<file path="config.mk">
export PLATFORM = sky130hd
export DESIGN_NAME = interrupt_vector_sequencer
export DESIGN_NICKNAME = d
export VERILOG_FILES = /design/src/rtl/interrupt_vector_sequencer_pkg.sv /design/src/rtl/interrupt_vector_sequencer_nmi_edge_detect.sv /design/src/rtl/interrupt_vector_sequencer.sv
export SDC_FILE = /design/constraint.sdc
export NUM_CORES = 1
export LEC_CHECK = 0
export ABC_AREA = 1
export CAP_MARGIN = 40
export CORE_UTILIZATION = 53
export CTS_BUF_LIST = sky130_fd_sc_hd__clkbuf_8 sky130_fd_sc_hd__clkbuf_16
export DETAILED_ROUTE_END_ITERATION = 6
export PLACE_DENSITY = 0.84
export SYNTH_ARGS = -nofsm -noshare
export SYNTH_HDL_FRONTEND = slang
export SYNTH_SLANG_ARGS = --single-unit
</file>
<file path="constraint.sdc">
create_clock -name clk -period 3.5 [get_ports clk]
set_input_delay 0.7 -clock clk [delete_from_list [all_inputs] [get_ports clk]]
set_output_delay 0.7 -clock clk [all_outputs]
set_load 0.02 [all_outputs]
</file>
<file path="src/rtl/interrupt_vector_sequencer_pkg.sv">
`default_nettype none
// ============================================================================
// Module      : interrupt_vector_sequencer_pkg
// Description : Shared constants for the interrupt vector sequencer: state
//               encodings, interrupt kind codes, vector addresses, stack
//               page and pushed-status helper.
// Revision    : 1.0 - initial release
// ============================================================================
package interrupt_vector_sequencer_pkg;

    localparam int unsigned c_STATE_W = 3;
    typedef logic [c_STATE_W-1:0] state_t;

    localparam state_t c_ST_IDLE     = 3'd0;
    localparam state_t c_ST_PUSH_PCH = 3'd1;
    localparam state_t c_ST_PUSH_PCL = 3'd2;
    localparam state_t c_ST_PUSH_P   = 3'd3;
    localparam state_t c_ST_FETCH_LO = 3'd4;
    localparam state_t c_ST_FETCH_HI = 3'd5;
    localparam state_t c_ST_LOAD     = 3'd6;

    // kind_o codes
    localparam logic [1:0] c_KIND_NONE = 2'b00;
    localparam logic [1:0] c_KIND_IRQ  = 2'b01;
    localparam logic [1:0] c_KIND_NMI  = 2'b10;
    localparam logic [1:0] c_KIND_RES  = 2'b11;

    localparam logic [15:0] c_VEC_NMI = 16'hFFFA;
    localparam logic [15:0] c_VEC_RES = 16'hFFFC;
    localparam logic [15:0] c_VEC_IRQ = 16'hFFFE;

    localparam logic [7:0] c_STACK_PAGE = 8'h01;

    // Status bits forced when P is pushed by a hardware interrupt
    localparam logic [7:0] c_P_BREAK  = 8'h10;
    localparam logic [7:0] c_P_UNUSED = 8'h20;

    function automatic logic [15:0] vector_base(input logic [1:0] kind);
        logic [15:0] v;
        case (kind)
            c_KIND_NMI: v = c_VEC_NMI;
            c_KIND_RES: v = c_VEC_RES;
            default:    v = c_VEC_IRQ;
        endcase
        return v;
    endfunction

    // Hardware interrupts push P with the unused bit set and B clear
    function automatic logic [7:0] pushed_status(input logic [7:0] p);
        return (p | c_P_UNUSED) & ~c_P_BREAK;
    endfunction

endpackage
`default_nettype wire

</file>
<file path="src/rtl/interrupt_vector_sequencer_nmi_edge_detect.sv">
`default_nettype none
// ============================================================================
// Module      : nmi_edge_detect
// Description : Registered rising-edge latch for the NMI request. A rising
//               edge on nmi_i sets pend_o; clr_i clears it. A new edge in
//               the same cycle as a clear wins so no edge is lost.
// Ports       : clk, rst_n (sync, active-low), nmi_i (level request),
//               clr_i (clear pending), pend_o (pending NMI flag)
// Revision    : 1.0 - initial release
// ============================================================================
module nmi_edge_detect
    import interrupt_vector_sequencer_pkg::*;
(
    input  logic clk,
    input  logic rst_n,
    input  logic nmi_i,
    input  logic clr_i,
    output logic pend_o
);

    logic r_nmi_q;
    logic r_pend;
    logic w_rise;

    assign w_rise = nmi_i & ~r_nmi_q;
    assign pend_o = r_pend;

    always_ff @(posedge clk) begin
        if (!rst_n) begin
            r_nmi_q <= 1'b0;
            r_pend  <= 1'b0;
        end else begin
            r_nmi_q <= nmi_i;
            if (w_rise) begin
                r_pend <= 1'b1;
            end else if (clr_i) begin
                r_pend <= 1'b0;
            end
        end
    end

endmodule
`default_nettype wire

</file>
<file path="src/rtl/interrupt_vector_sequencer.sv">
`default_nettype none
// ============================================================================
// Module      : interrupt_vector_sequencer
// Description : Sequences RES/NMI/IRQ entry: pushes PCH, PCL and P onto the
//               stack page (not for RES), fetches the 16-bit vector and loads
//               it into the PC while setting the I flag.
// Ports       : clk, rst_n (sync, active-low)
//               sync_i            instruction-boundary strobe
//               res_i/nmi_i/irq_i conditioned requests, irq_mask_i = I flag
//               pc_i/sp_i/status_i CPU context to push
//               mem_ready_i/mem_rdata_i  memory handshake / read data
//               mem_addr_o/mem_rd_o/mem_wr_o/mem_wdata_o  memory request
//               sp_dec_o          one-cycle stack pointer decrement pulse
//               pc_load_o/pc_value_o  vector load into PC
//               set_i_flag_o, busy_o, kind_o (00 none/01 IRQ/10 NMI/11 RES)
// Revision    : 1.0 - initial release
// ============================================================================
module interrupt_vector_sequencer
    import interrupt_vector_sequencer_pkg::*;
(
    input  logic        clk,
    input  logic        rst_n,
    input  logic        sync_i,
    input  logic        res_i,
    input  logic        nmi_i,
    input  logic        irq_i,
    input  logic        irq_mask_i,
    input  logic [15:0] pc_i,
    input  logic [7:0]  sp_i,
    input  logic [7:0]  status_i,
    input  logic        mem_ready_i,
    input  logic [7:0]  mem_rdata_i,
    output logic [15:0] mem_addr_o,
    output logic        mem_rd_o,
    output logic        mem_wr_o,
    output logic [7:0]  mem_wdata_o,
    output logic        sp_dec_o,
    output logic        pc_load_o,
    output logic [15:0] pc_value_o,
    output logic        set_i_flag_o,
    output logic        busy_o,
    output logic [1:0]  kind_o
);

    // ------------------------------------------------------------------
    // State and captured context
    // ------------------------------------------------------------------
    state_t      r_state;
    logic [1:0]  r_kind;
    logic [7:0]  r_sp;      // local copy so push addresses do not depend on
                            // when the CPU applies sp_dec_o
    logic [15:0] r_pc;
    logic [7:0]  r_status;
    logic [7:0]  r_lo;
    logic [7:0]  r_hi;

    // Registered outputs
    logic [15:0] r_mem_addr;
    logic        r_mem_rd;
    logic        r_mem_wr;
    logic [7:0]  r_mem_wdata;
    logic        r_sp_dec;
    logic        r_pc_load;
    logic [15:0] r_pc_value;
    logic        r_set_i;
    logic        r_busy;

    // Next-state values
    state_t      w_state_nx;
    logic [1:0]  w_kind_nx;
    logic [7:0]  w_sp_nx;
    logic [15:0] w_pc_nx;
    logic [7:0]  w_status_nx;
    logic [7:0]  w_lo_nx;
    logic [7:0]  w_hi_nx;
    logic        w_sp_dec_nx;

    // Next output values, decoded from the next state
    logic [15:0] w_addr_nx;
    logic        w_rd_nx;
    logic        w_wr_nx;
    logic [7:0]  w_wdata_nx;
    logic        w_pc_load_nx;
    logic [15:0] w_pc_value_nx;
    logic        w_set_i_nx;
    logic        w_busy_nx;

    logic        w_nmi_pend;
    logic        w_nmi_clr;
    logic        w_irq_ok;
    logic        w_abort;

    nmi_edge_detect u_nmi_edge (
        .clk    (clk),
        .rst_n  (rst_n),
        .nmi_i  (nmi_i),
        .clr_i  (w_nmi_clr),
        .pend_o (w_nmi_pend)
    );

    assign w_irq_ok = irq_i & ~irq_mask_i;
    // A reset request preempts any sequence other than a reset sequence;
    // re-aborting a reset sequence would stall it while res_i is held.
    assign w_abort  = (r_state != c_ST_IDLE) && res_i && (r_kind != c_KIND_RES);

    // ------------------------------------------------------------------
    // Next-state logic
    // ------------------------------------------------------------------
    always_comb begin
        w_state_nx  = r_state;
        w_kind_nx   = r_kind;
        w_sp_nx     = r_sp;
        w_pc_nx     = r_pc;
        w_status_nx = r_status;
        w_lo_nx     = r_lo;
        w_hi_nx     = r_hi;
        w_sp_dec_nx = 1'b0;
        w_nmi_clr   = 1'b0;

        if (w_abort) begin
            // Any write in flight is dropped: no sp_dec_o for it
            w_state_nx = c_ST_FETCH_LO;
            w_kind_nx  = c_KIND_RES;
        end else begin
            case (r_state)
                c_ST_IDLE: begin
                    w_kind_nx = c_KIND_NONE;
                    if (res_i) begin
                        w_state_nx = c_ST_FETCH_LO;
                        w_kind_nx  = c_KIND_RES;
                    end else if (sync_i && (w_nmi_pend || w_irq_ok)) begin
                        w_state_nx  = c_ST_PUSH_PCH;
                        w_kind_nx   = w_nmi_pend ? c_KIND_NMI : c_KIND_IRQ;
                        w_pc_nx     = pc_i;
                        w_sp_nx     = sp_i;
                        w_status_nx = status_i;
                    end
                end
                c_ST_PUSH_PCH: begin
                    if (mem_ready_i) begin
                        w_state_nx  = c_ST_PUSH_PCL;
                        w_sp_nx     = r_sp - 8'd1;
                        w_sp_dec_nx = 1'b1;
                    end
                end
                c_ST_PUSH_PCL: begin
                    if (mem_ready_i) begin
                        w_state_nx  = c_ST_PUSH_P;
                        w_sp_nx     = r_sp - 8'd1;
                        w_sp_dec_nx = 1'b1;
                    end
                end
                c_ST_PUSH_P: begin
                    if (mem_ready_i) begin
                        w_state_nx  = c_ST_FETCH_LO;
                        w_sp_nx     = r_sp - 8'd1;
                        w_sp_dec_nx = 1'b1;
                        // Kind is re-evaluated here: an NMI that arrived
                        // during an IRQ push takes over the vector fetch.
                        if (w_nmi_pend) begin
                            w_kind_nx = c_KIND_NMI;
                            w_nmi_clr = 1'b1;
                        end
                    end
                end
                c_ST_FETCH_LO: begin
                    if (mem_ready_i) begin
                        w_state_nx = c_ST_FETCH_HI;
                        w_lo_nx    = mem_rdata_i;
                    end
                end
                c_ST_FETCH_HI: begin
                    if (mem_ready_i) begin
                        w_state_nx = c_ST_LOAD;
                        w_hi_nx    = mem_rdata_i;
                    end
                end
                c_ST_LOAD: begin
                    w_state_nx = c_ST_IDLE;
                    w_kind_nx  = c_KIND_NONE;
                end
                default: begin
                    w_state_nx = c_ST_IDLE;
                    w_kind_nx  = c_KIND_NONE;
                end
            endcase
        end
    end

    // ------------------------------------------------------------------
    // Output decode of the next state; registered below so every output
    // changes on the same edge as the state. While waiting the next state
    // equals the current one, which keeps the bus request stable.
    // ------------------------------------------------------------------
    always_comb begin
        w_addr_nx     = 16'h0000;
        w_rd_nx       = 1'b0;
        w_wr_nx       = 1'b0;
        w_wdata_nx    = 8'h00;
        w_pc_load_nx  = 1'b0;
        w_pc_value_nx = 16'h0000;
        w_set_i_nx    = 1'b0;
        w_busy_nx     = (w_state_nx != c_ST_IDLE);

        case (w_state_nx)
            c_ST_PUSH_PCH: begin
                w_wr_nx    = 1'b1;
                w_addr_nx  = {c_STACK_PAGE, w_sp_nx};
                w_wdata_nx = w_pc_nx[15:8];
            end
            c_ST_PUSH_PCL: begin
                w_wr_nx    = 1'b1;
                w_addr_nx  = {c_STACK_PAGE, w_sp_nx};
                w_wdata_nx = w_pc_nx[7:0];
            end
            c_ST_PUSH_P: begin
                w_wr_nx    = 1'b1;
                w_addr_nx  = {c_STACK_PAGE, w_sp_nx};
                w_wdata_nx = pushed_status(w_status_nx);
            end
            c_ST_FETCH_LO: begin
                w_rd_nx   = 1'b1;
                w_addr_nx = vector_base(w_kind_nx);
            end
            c_ST_FETCH_HI: begin
                w_rd_nx   = 1'b1;
                w_addr_nx = vector_base(w_kind_nx) + 16'd1;
            end
            c_ST_LOAD: begin
                w_pc_load_nx  = 1'b1;
                w_pc_value_nx = {w_hi_nx, w_lo_nx};
                w_set_i_nx    = 1'b1;
            end
            default: begin
            end
        endcase
    end

    // ------------------------------------------------------------------
    // Registers
    // ------------------------------------------------------------------
    always_ff @(posedge clk) begin
        if (!rst_n) begin
            r_state     <= c_ST_IDLE;
            r_kind      <= c_KIND_NONE;
            r_sp        <= 8'h00;
            r_pc        <= 16'h0000;
            r_status    <= 8'h00;
            r_lo        <= 8'h00;
            r_hi        <= 8'h00;
            r_mem_addr  <= 16'h0000;
            r_mem_rd    <= 1'b0;
            r_mem_wr    <= 1'b0;
            r_mem_wdata <= 8'h00;
            r_sp_dec    <= 1'b0;
            r_pc_load   <= 1'b0;
            r_pc_value  <= 16'h0000;
            r_set_i     <= 1'b0;
            r_busy      <= 1'b0;
        end else begin
            r_state     <= w_state_nx;
            r_kind      <= w_kind_nx;
            r_sp        <= w_sp_nx;
            r_pc        <= w_pc_nx;
            r_status    <= w_status_nx;
            r_lo        <= w_lo_nx;
            r_hi        <= w_hi_nx;
            r_mem_addr  <= w_addr_nx;
            r_mem_rd    <= w_rd_nx;
            r_mem_wr    <= w_wr_nx;
            r_mem_wdata <= w_wdata_nx;
            r_sp_dec    <= w_sp_dec_nx;
            r_pc_load   <= w_pc_load_nx;
            r_pc_value  <= w_pc_value_nx;
            r_set_i     <= w_set_i_nx;
            r_busy      <= w_busy_nx;
        end
    end

    assign mem_addr_o   = r_mem_addr;
    assign mem_rd_o     = r_mem_rd;
    assign mem_wr_o     = r_mem_wr;
    assign mem_wdata_o  = r_mem_wdata;
    assign sp_dec_o     = r_sp_dec;
    assign pc_load_o    = r_pc_load;
    assign pc_value_o   = r_pc_value;
    assign set_i_flag_o = r_set_i;
    assign busy_o       = r_busy;
    assign kind_o       = r_kind;

endmodule
`default_nettype wire

</file>
==> flow_summary.ini <==
[clock_network]
htreeDepth = 3
clock_latency_ps = 370
cts_tree = built
root_buffer = clkbuf_8
clock_path_buffers = 2
hold_buffers = 0
post_cts_resize_count = 0
post-cts-setup-buffers = 0
clkSinkCount = 92
numCtsBuffers = 9
path_clk_slew_ps = 90

[timing]
rsz0062_at_grt = false
maxSlewHeadroom_pct = 66.0
final-setup-viol-count = 0
max_freq_mhz = 425
min_period_ps = 2350
worst_slew_pin_slew_ps = 511
post-route-period-util_pct = 67.3
fin_skew_ps = 7.50
setup_tns_ps = 0
hold_ws_ps = 449
hold_viol = 0
maxSlewViolCount = 0

[floorplan]
num_rows = 31
initial_core_util_pct = 55.4
die_x_um = 89.5
die_area_um2 = 8010
die_height_um = 89.5
ios = 96
core_um2 = 7330

[placed_design]
gp_congestion = 0.866
portBuffers = 93
place_hpwl_mm = 6.67
dp_cells = 695

[final_layout]
layout-drive-gt1-share_pct = 11.9
fin_cells = 711
antenna_cells = 0
nNetsFinal = 656
n_fill_cell = 578
syn2layout_area_growth_pct = 28.2
multiInputGateArea_um2 = 1850
seq_area_um2 = 1840

[power]
p_leak_uw = 0.00229
ir_worst_vdd_mv = 0.227
p_total_uw = 2470
powerDensity_nw_per_um2 = 474

[critical_path]
cp.arrival_ps = 2640
required_ps = 3780
crit_path_max_fanout = 10
setup.worst_path.class = primary input to flop
cp-start-kind = primary input
end_kind = flop

[flow_run]
drv_cap = 0

[synthesis]
syn-num-nets = 571
ys_seq_area_share_pct = 45.4
syn_area_um2 = 4060
syn_inst = 522
synth_edf_count = 0
synth_ff_type = dfxtp_1
netlist.area_leader.share_pct = 45.4
ys_warn_count = 0
ys_ff_latch = 92
ys_async_sr_fraction_pct = 0
synth_area_per_cell_um2 = 7.77
synth_cell_types = 42
yosys.area.top_type = dfxtp_1
synth.area.top_cells = dfxtp_1 (45%), nand2_1 (9.5%), nor2_1 (7.0%), nand3_1 (5.9%), inv_1 (4.4%)

[grt]
antenna_found_initial = 0
grt.overflow.total = 0
grt_max_degree = 37
grt_util_all_layers_pct = 24.7
grt_pass1_wl_mm = 15.0
grt_pass1_vias = 3441

[route]
drtPass1Iterations = 4
drt-total-wl_mm = 9.38
drtIter0Drc = 134
drc = 0
antenna_left = 0
num_vias = 3602
via_per_inst = 5.07
route.detailed.wl_per_inst_um = 13.2

[outcome]
outcome = finished, final reports clean

[hold_path]
hold_class = flop to flop
routing by layer:
layer  vias up  part of all wire, %  wire (µm)  GRT usage, %
met5         -                    0          0             0
met2        95                   49       4590          42.2
li1       1829                    -          -             -
met4         0                  2.4        227          13.0
met3        20                  4.7        438          4.43
met1      1658                   44       4120          29.7
layout by cell type, fill, tap and decap left out, drive strengths merged:
cell type,count
o21a,8
buf,5
o21ai,22
nor2,87
mux2i,8
bufinv,1
nand4,3
a21oi,23
o211ai,1
clkinv,4
clkdlybuf4s50,93
xor2,2
and2,2
nand2,114
dfxtp,92
nand3b,7
nor4,1
ha,1
clkbuf,10
nor3,9
o22ai,1
a31oi,2
nand3,50
a21boi,1
inv,56
or2,8
o2111ai,1
state kept, by name, summed over array words and instances (netlist names), 2 cells and up:
| register | flops |
|---|---|
| r_sp | 8 |
| mem_addr_o | 10 |
| kind_o | 2 |
| r_pc | 16 |
| r_status | 6 |
| r_lo | 8 |
| pc_value_o | 16 |
| r_state | 3 |
| mem_wdata_o | 8 |
| r_hi | 8 |
per-stage QoR:
| stage | area (µm²) | utilization, % | setup WS, ps |
|---|---|---|---|
| floorplan | 4060 | - | 1720 |
| CTS | 5200 | 71.0 | 1180 |
| global placement | 4990 | 68.1 | 838 |
| global route | 5200 | 71.0 | 1030 |
| finish | 5200 | 71.0 | 1150 |
| detailed placement | 4990 | 68.1 | 807 |
critical path: stages:
cell             delay, ps
clkdlybuf4s50_1        650
nand2_1                190
o21ai_2                440
inv_2                  160
nand3_1                120
nand2_1                 70
nand2_1                 60
nand2_1                 50
a21oi_1                200
cells by family (layout without fill, tap and decap cells):
group | Yosys count | after routing | synth area share [%]
muxes | 8 | 8 | 1.97
AOI/OAI and AO/OA | 59 | 59 | 9.19
buffers and inverters | 79 | 169 | 9.00
xor gates and xnor gates | 2 | 2 | 0.432
and+or+nand+nor | 281 | 281 | 33.7
DFF | 92 | 92 | 45.4
adders and majority gates | 1 | 1 | 0.308
cells in the mapped netlist, types with 2 or more instances:
cell type and count:
xor2_1 2, clkbuf_1 6, buf_4 8, dfxtp_1 92
o21ai_0 11, and2_1 2, nor3_1 8, buf_2 5
nand2_2 5, o21a_1 8, or2_2 8, inv_1 48
inv_2 5, o21ai_2 11, nor2_2 3, mux2i_1 8
nand2_4 5, a21oi_1 22, nand3_1 48, nor2_1 76
buf_6 4, nand2_1 103, a31oi_1 2, nand4_1 2
nor2_4 7, nand3b_1 7
final timing paths:
check | from | end | slack, ps | cells after the start
max | res_i | mem_addr_o[0]$_SDFF_PN0_ | 1150 | 9
max reg2reg | r_state[1]$_SDFF_PN0_ | mem_addr_o[1]$_SDFF_PN0_ | 1510 | 11
min reg2reg | u_nmi_edge.r_nmi_q$_SDFF_PN0_ | u_nmi_edge.pend_o$_SDFFE_PN0P_ | 450 | 1
min | u_nmi_edge.r_nmi_q$_SDFF_PN0_ | u_nmi_edge.pend_o$_SDFFE_PN0P_ | 450 | 1
layout make-up:
| cell class | count | area share (%) |
|---|---|---|
| flip-flops and latches | 92 | 35.4 |
| clock buffers | 10 | 2.65 |
| repair buffers | 98 | 18.6 |
| inverters | 55 | 4.02 |
| well taps | 99 | 2.38 |
| clock inverters | 6 | 1.35 |
| multi-input cells | 351 | 35.6 |
report_power, final:
group	switching (µW)	total (µW)	internal, µW	leakage, µW
Clock	395	751	356	0.000107
Sequential	36.5	1150	1110	0.000750
Combinational	341	568	227	0.00143
Total	772	2470	1690	0.00229
(Power assumes the default switching activity.)
